## src/rtl/shadow_mismatch_logger.sv

```systemverilog
// shadow_mismatch_logger: lockstep comparator between real CPU pins and the
// shadow core's outputs, with a timestamped mismatch trace FIFO drained over a
// valid/ready read port.
// Optional feature: define SHADOW_LOGGER_HALT_EN to add halt_req, which freezes
// logging, counting and the timestamp after the first mismatch.
module shadow_mismatch_logger #(
  parameter int WIDTH = 32,
  parameter int DEPTH = 16,
  parameter int TS_W  = 16,
  parameter int CNT_W = 16
) (
  input  logic                  CLK_n,
  input  logic                  RESET_n,
  input  logic                  enable,
  input  logic [WIDTH-1:0]      observed,
  input  logic [WIDTH-1:0]      expected,
  input  logic [WIDTH-1:0]      care,
  input  logic                  clear,
  output logic                  match,
  output logic [CNT_W-1:0]      mismatch_count,
  output logic                  overflow,
  output logic                  rd_valid,
  input  logic                  rd_ready,
  output logic [TS_W+WIDTH-1:0] rd_data
`ifdef SHADOW_LOGGER_HALT_EN
  ,
  output logic                  halt_req
`endif
);

  localparam int AW = $clog2(DEPTH);
  localparam int DW = TS_W + WIDTH;

  logic [WIDTH-1:0] diff;
  logic             hit;
  logic             log_hit;
  logic             frozen;
  logic             empty;
  logic             full;
  logic             pop;
  logic             push;
  logic             wr_en;

  logic [TS_W-1:0]  ts_q,     ts_d;
  logic [CNT_W-1:0] cnt_q,    cnt_d;
  logic             match_q,  match_d;
  logic             ovf_q,    ovf_d;
  logic             halt_q,   halt_d;
  logic [AW:0]      wr_ptr_q, wr_ptr_d;
  logic [AW:0]      rd_ptr_q, rd_ptr_d;

  logic [DW-1:0]    mem_q [DEPTH];

  // Compare, FIFO status and all next-state decisions; clear overrides everything.
  always_comb begin
    diff    = (observed ^ expected) & care;
    hit     = enable & (|diff);
`ifdef SHADOW_LOGGER_HALT_EN
    frozen  = halt_q;
`else
    frozen  = 1'b0;
`endif
    log_hit = hit & ~frozen;
    empty   = (wr_ptr_q == rd_ptr_q);
    full    = (wr_ptr_q[AW] != rd_ptr_q[AW]) &&
              (wr_ptr_q[AW-1:0] == rd_ptr_q[AW-1:0]);
    pop     = ~empty & rd_ready;
    // A full FIFO still accepts a push when the head leaves on the same edge.
    push    = log_hit & (~full | pop);
    wr_en   = push & ~clear;

    ts_d     = ts_q;
    cnt_d    = cnt_q;
    match_d  = match_q;
    ovf_d    = ovf_q;
    halt_d   = halt_q;
    wr_ptr_d = wr_ptr_q;
    rd_ptr_d = rd_ptr_q;

    if (clear) begin
      ts_d     = '0;
      cnt_d    = '0;
      match_d  = 1'b1;
      ovf_d    = 1'b0;
      halt_d   = 1'b0;
      wr_ptr_d = '0;
      rd_ptr_d = '0;
    end else begin
      if (enable && !frozen) begin
        ts_d = ts_q + TS_W'(1);
      end
      match_d = ~hit;
      if (log_hit) begin
        if (cnt_q != {CNT_W{1'b1}}) begin
          cnt_d = cnt_q + CNT_W'(1);
        end
        if (!push) begin
          ovf_d = 1'b1;
        end
        halt_d = 1'b1;
      end
      if (push) begin
        wr_ptr_d = wr_ptr_q + (AW+1)'(1);
      end
      if (pop) begin
        rd_ptr_d = rd_ptr_q + (AW+1)'(1);
      end
    end
  end

  // State registers with asynchronous active-low reset.
  always_ff @(posedge CLK_n or negedge RESET_n) begin
    if (!RESET_n) begin
      ts_q     <= '0;
      cnt_q    <= '0;
      match_q  <= 1'b1;
      ovf_q    <= 1'b0;
      halt_q   <= 1'b0;
      wr_ptr_q <= '0;
      rd_ptr_q <= '0;
    end else begin
      ts_q     <= ts_d;
      cnt_q    <= cnt_d;
      match_q  <= match_d;
      ovf_q    <= ovf_d;
      halt_q   <= halt_d;
      wr_ptr_q <= wr_ptr_d;
      rd_ptr_q <= rd_ptr_d;
    end
  end

  // Trace storage: record the pre-increment timestamp with the masked difference.
  always_ff @(posedge CLK_n) begin
    if (wr_en) begin
      mem_q[wr_ptr_q[AW-1:0]] <= {ts_q, diff};
    end
  end

  assign match          = match_q;
  assign mismatch_count = cnt_q;
  assign overflow       = ovf_q;
  assign rd_valid       = ~empty;
  assign rd_data        = mem_q[rd_ptr_q[AW-1:0]];
`ifdef SHADOW_LOGGER_HALT_EN
  assign halt_req       = halt_q;
`endif

endmodule

```

## config.mk

```make
export PLATFORM = sky130hd
export DESIGN_NAME = shadow_mismatch_logger
export DESIGN_NICKNAME = d
export VERILOG_FILES = /design/src/rtl/shadow_mismatch_logger.sv
export SDC_FILE = /design/constraint.sdc
export NUM_CORES = 1
export LEC_CHECK = 0
export CORE_AREA = 2 2 256 258
export DETAILED_ROUTE_END_ITERATION = 16
export DIE_AREA = 0 0 258 260
export PLACE_DENSITY = 0.68
export SLEW_MARGIN = 20
export SYNTH_ARGS = -nofsm -noshare
export SYNTH_HDL_FRONTEND = slang
export SYNTH_SLANG_ARGS = --single-unit
```

## constraint.sdc

```tcl
create_clock -name CLK_n -period 5.72 [get_ports CLK_n]
set_input_delay 1.716 -clock CLK_n [delete_from_list [all_inputs] [get_ports CLK_n]]
set_output_delay 1.716 -clock CLK_n [all_outputs]
set_load 0.02 [all_outputs]
```

==> results of run 1 <==
[registers in the layout, summed over array words and instances (netlist names)]
register        count
rd_ptr_q            5
match               1
mismatch_count     16
mem_q             768
wr_ptr_q            5
ts_q               16
overflow            1
[layout by cell type (no fill, tap or decap), types with 7 or more instances in the layout]
| master | Yosys | layout |
|---|---|---|
| a21oi_1 | 17 | 17 |
| a22oi_1 | 16 | 16 |
| and2_1 | 32 | 32 |
| and3_1 | 19 | 7 |
| and3_2 | 0 | 12 |
| buf_12 | 0 | 22 |
| buf_4 | 9 | 35 |
| bufinv_16 | 0 | 13 |
| clkbuf_1 | 30 | 17 |
| clkbuf_16 | 0 | 84 |
| clkdlybuf4s50_1 | 0 | 165 |
| clkinv_1 | 0 | 11 |
| clkinv_2 | 0 | 16 |
| dfrtp_1 | 43 | 39 |
| edfxtp_1 | 768 | 768 |
| ha_1 | 7 | 7 |
| mux4_2 | 240 | 240 |
| nand2_1 | 17 | 17 |
| nand3_1 | 10 | 10 |
| nand4_1 | 14 | 14 |
| nor2_1 | 30 | 30 |
| o21ai_0 | 10 | 10 |
| or3_1 | 10 | 10 |
| xor2_1 | 50 | 50 |
[worst max-delay path by stage]
stage / start / endpoint / slack (ps)
after floorplan: expected[23] / mem_q[12][0] / 1270
after global placement: observed[23] / mem_q[8][43] / 940
after detailed placement: observed[21] / mem_q[4][24] / 850
after CTS: rd_ptr_q[0] / rd_data[1] / 350
after global routing: rd_ptr_q[0] / rd_data[6] / 290
final: rd_ptr_q[0] / rd_data[6] / 470
[kinds of logic after synthesis]
family	Yosys count	share of synthesized area (%)
AO/OA/AOI/OAI	52	1.03
multiplexers	248	17.2
XOR/XNOR	54	1.49
buffers and inverters	72	1.10
AND/OR/NAND/NOR	164	2.99
flip-flops	812	75.9
adder cells (fa/ha/maj)	7	0.275
[layer usage]
layer	vias to the layer above	wire length, um
met4	2	1410
met5	-	13
li1	6431	-
met2	497	34500
met1	8142	28000
met3	86	4000
[synth_stat cells, types with 10 or more instances]
cell type,count,area (sq um)
buf_2,17,85.1
and2_1,32,200
and3_1,19,119
nand2_1,17,63.8
edfxtp_1,768,23100
nor2_1,30,113
xor2_1,50,438
clkbuf_1,30,113
or3_1,10,62.6
dfrtp_1,43,1080
mux4_2,240,5410
a21oi_1,17,85.1
o21ai_0,10,50.1
nand3_1,10,50.1
a22oi_1,16,120
nand4_1,14,87.6
[per-stage QoR]
step                util [%]  cell area [sq um]
floorplan                  -              31800
global placement        54.6              35000
detailed placement      54.6              35000
CTS                     58.9              37800
global route            58.9              37800
finish                  58.9              37800
[where the power goes]
group / internal [mW] / switching, mW
registers: 6.56 / 0.0518
clock network: 3.29 / 2.19
logic: 0.820 / 0.733
total: 10.7 / 2.98
[worst min-delay path, stage by stage, from the launching register on]
cell and delay [ps]:
dfrtp_1 390, inv_1 60, a21oi_1 50
[cell type report]
class / count / area [sq um] / share of cell area [%]
flip-flops and latches: 812 / 24200 / 64.0
multi-input cells: 525 / 7360 / 19.5
repair buffers: 224 / 2360 / 6.26
clock buffers: 101 / 2170 / 5.74
well taps: 855 / 1070 / 2.83
clock inverters: 49 / 609 / 1.61
inverters: 4 / 15.0 / 0.0398
==> metrics.csv, run 1 <==
metric;value;unit
reg2reg_from;rd_ptr_q[1];
fmax;0.190;GHz
power;13.6;mW
via_per_inst;5.90;
crit_chain;buf_12 > buf_4 > mux4_2 > mux4_2 > clkdlybuf4s50_1;
layoutNonFillerInstCount;2570;
clock_latency;630;ps
track_usage;20.8;%
max_slew_margin;48.5;%
grt_busiest_layer;met2;
dieArea;0.0671;sq mm
crit_path_max_fanout;27;
drive_gt1_share;26.6;%
dpl.hpwl;38400;um
synthCells;1409;
slew_viol_final;0;
worst-path-stages;5;
synth_flop_cell;edfxtp_1;
syn_area;0.0318;sq mm
crit_family;buffers and inverters;
cts_hold_buf;0;
period_minus_slack;5250;ps
cts_root_buffer;clkbuf_16;
path_buf_inv;3;
power_per_cell_area;361;mW/mm^2
dp_cells;2420;
nFillCells;4483;
critical_path.startpoint_type;register;
first_iter_violations;1139;
cts.sinks;812;
final_nets;1757;
cts_buffer_depth;3;
fin_ws;468;ps
ys_warn_count;0;
grtUsageMet1;28.7;%
crit_top_cell;mux4_2;
status;finished clean;
vias;15200;
avgSynthCellArea;22.6;sq um
wl_per_cell;26.4;um
grt_pass1_vias;15900;
cp_data_arrival_time;3540;ps
grt_pass1_wl;103000;um
wl;68000;um
ir_drop;0.255;mV
fin_crit_sh;91.8;%
io-pin-count;168;
timing.rr.end;mem_q[15][5];
worstHoldStart;overflow;
r2r_cells;8;
place_congestion;0.790;
hold_class;register to register;
core_area;0.0641;sq mm
async_flop_share;5.42;%
grtUsageMet2;34.3;%
slowest_stage;dfrtp_4;
cpPeakStageDelay;680;ps
skew;22.1;ps
whs_endpoint;overflow;
cts_resized;0;
start_util;49.7;%
endpoint_kind;output port;
post-cts-setup-buffers;0;
whs;543;ps
critical_path_class;register to output port;
antenna_found_initial;1;
diodes;0;
num_rows;93;
grt_max_degree;56;
h-tree-depth;3;
clk_transition_reported_paths;60;ps
first_pass_iters;5;
area_growth;18.6;%
pre_cts_ws;847;ps
finalSetupViolations;0;
die_w;258;um
p_leak;12.0;nW
yosysSeqAreaShare;75.9;%
port_buffers;167;
hold_viol_final;0;
overflow;0;
met3_usage;3.87;%
tns;0;ps
worst-endpoint-required;4000;ps
hold_path_depth;2;
worst_slew_pin_slew;772;ps
rsz0062_at_grt;false;
r2r_slack;1970;ps
cts_tree;built;
synth_edf_count;768;
cts_made_buffers;82;
antenna_violating_nets_post_route;0;
maxCapViolCount;0;
ys_seq_elements;812;
dieHeight;260;um
syn_nets;1517;
drc;0;
ys_types;43;
Power figures use the tool's default switching activity.
==> inputs of run 2 (changes only) <==
- CORE_AREA: 2 2 256 258 -> 2 2 227 229
- DIE_AREA: 0 0 258 260 -> 0 0 229 231
- PLACE_DENSITY: 0.68 -> 0.83
- SETUP_SLACK_MARGIN: unset -> 0.2
==> run 2 against run 1 <==
- hold slack better by 20 ps
- sequential power about the same
- clock skew up 4.5 ps
- clock power shrank 5.3%
- first-iteration DRC count up 92%
- highest routed layer is now met4
- critical path depth unchanged
- sequential share of layout area rose by 1.0 points
- combinational power hardly changed
- register-to-register slack got worse by 170 ps
==> metrics.csv, run 2 (synthesized netlist as in run 1, its figures left out) <==
metric;value;unit;change
status;finished clean;;unchanged
port_buffers;167;;unchanged
r2r_cells;7;;was 8
skew;26.6;ps;was 22.1 ps
dpl.hpwl;39900;um;was 38,400 um
antenna_found_initial;0;;was 1
seqPwrFrac;49.4;%;was 48.4%
drc;0;;unchanged
largest_reg_flops;768;;unchanged
via_per_inst;6.84;;was 5.90
core_area;0.0507;sq mm;was 0.0641 sq mm
diodes;0;;unchanged
period_minus_slack;5330;ps;was 5250 ps
worst-endpoint-required;4000;ps;about the same
endpoint_kind;output port;;unchanged
max_slew_margin;32.2;%;was 48.5%
p_leak;11.8;nW;was 12.0 nW
cp_data_arrival_time;3610;ps;was 3540 ps
tns;0;ps;unchanged
critical_path_class;register to output port;;unchanged
first_iter_violations;2182;;was 1,139
r2r_slack;1800;ps;was 1970 ps
clkPwrFrac;38.8;%;was 40.2%
crit_path_max_fanout;21;;was 27
power_per_cell_area;360;mW/mm^2;was 361 mW/mm^2
dieHeight;231;um;was 260 um
grt_max_degree;76;;was 56
nFillCells;2707;;was 4,483
fmax;0.188;GHz;was 0.190 GHz
cts_made_buffers;79;;was 82
worst_slew_pin_slew;1020;ps;was 772 ps
wl_per_cell;32.3;um;was 26.4 um
overflow;0;;unchanged
fin_ws;393;ps;was 468 ps
grt_pass1_wl;114000;um;was 103,000 um
layoutNonFillerInstCount;2372;;was 2,570
first_pass_iters;5;;unchanged
rsz0062_at_grt;false;;unchanged
ir_drop;0.275;mV;was 0.255 mV
hold_viol_final;0;;unchanged
cts.sinks;812;;unchanged
wl;76700;um;was 68,000 um
vias;16200;;was 15,200
track_usage;29.9;%;was 20.8%
pre_cts_ws;684;ps;was 847 ps
final_area;0.0372;sq mm;was 0.0378 sq mm
cellInternalPower;10.3;mW;was 10.7 mW
maxCapViolCount;0;;unchanged
h-tree-depth;3;;unchanged
drive_gt1_share;25.4;%;was 26.6%
swShare;22.6;%;was 21.8%
reg2reg_from;rd_ptr_q[3];;was rd_ptr_q[1]
whs_endpoint;overflow;;unchanged
clk_transition_reported_paths;60;ps;about the same
cts_root_buffer;clkbuf_16;;unchanged
dieArea;0.0529;sq mm;was 0.0671 sq mm
area_growth;16.7;%;was 18.6%
final_common_cell;edfxtp_1;;unchanged
power_frac_comb;11.8;%;was 11.4%
hold_class;register to register;;unchanged
cts_resized;0;;unchanged
final_nets;1740;;was 1,757
io-pin-count;168;;unchanged
place_congestion;0.767;;was 0.790
grt_pass1_vias;17100;;was 15,900
antenna_violating_nets_post_route;0;;unchanged
cts_buffer_depth;3;;unchanged
placed_area;0.0346;sq mm;was 0.0350 sq mm
cts_hold_buf;0;;unchanged
fin_crit_sh;93.1;%;was 91.8%
timing.rr.end;mem_q[4][11];;was mem_q[15][5]
num_rows;83;;was 93
clock_latency;620;ps;was 630 ps
p_sw;3.02;mW;was 2.98 mW
worstHoldStart;overflow;;unchanged
utilization;73.3;%;was 58.9%
post-cts-setup-buffers;0;;unchanged
dp_cells;2231;;was 2,420
critical_path.startpoint_type;register;;unchanged
slew_viol_final;0;;unchanged
final_cell_mix;edfxtp_1, mux4_2, clkdlybuf4s50_1, clkbuf_16, xor2_1;;unchanged
cts_tree;built;;unchanged
finalSetupViolations;0;;unchanged
die_w;229;um;was 258 um
hold_path_depth;2;;unchanged
start_util;62.8;%;was 49.7%
-- run 2: cell types whose count changed in the layout (fill, tap and decap cells not counted), sizes merged --
cell | previous run | this run
clkinv | 30 | 33
buf | 59 | 45
clkbuf | 101 | 92
bufinv | 13 | 9
inv | 7 | 8
-- run 2: cell type report --
| class | count | area [sq um] | share of cell area, % |
|---|---|---|---|
| sequential | 812 | 24200 | 65.1 |
| multi-input combinational | 525 | 7360 | 19.8 |
| timing repair buffer | 210 | 2220 | 5.99 |
| clock buffer | 92 | 2070 | 5.56 |
| tap | 680 | 851 | 2.29 |
| clock inverter | 49 | 472 | 1.27 |
| inverter | 4 | 15.0 | 0.0404 |
-- run 2: power by group through the flow --
stage	clock [mW]	sequential [mW]	combinational (mW)
final	5.19	6.61	1.58
after global routing	5.44	6.61	1.67
after detailed placement	0	6.73	1.56
after CTS	5.24	6.60	1.60
after floorplan	0	6.70	1.06
after global placement	0	6.72	1.53
-- run 2: through the flow --
stage	hold WS [ps]	total power, mW
after detailed placement	547	8.29
after global routing	594	13.7
after global placement	529	8.25
final	563	13.4
after floorplan	525	7.76
after CTS	560	13.4
-- run 2: how the worst max path moves through the flow --
stage	startpoint	to	slack (ps)	cells after the start
CTS	rd_ptr_q[0]	rd_data[39]	340	5
finish	rd_ptr_q[0]	rd_data[39]	390	5
detailed placement	observed[26]	mem_q[4][14]	680	8
global route	rd_ptr_q[0]	rd_data[39]	260	5
floorplan	expected[23]	mem_q[12][0]	1270	7
global placement	observed[28]	mem_q[4][10]	970	8
-- run 2: critical path: stages, from the launching register on --
cell	delay [ps]
dfrtp_4	550
buf_4	260
buf_4	430
mux4_2	620
mux4_2	540
clkdlybuf4s50_1	580
-- run 2: metal layers --
| metal | global-route usage [%] | vias up | wire length, um |
|---|---|---|---|
| met2 | 51.6 | 1072 | 40400 |
| li1 | - | 6388 | - |
| met3 | 5.50 | 171 | 7260 |
| met4 | 9.25 | 0 | 2110 |
| met1 | 39.4 | 8589 | 26900 |
| met5 | 0 | - | 0 |
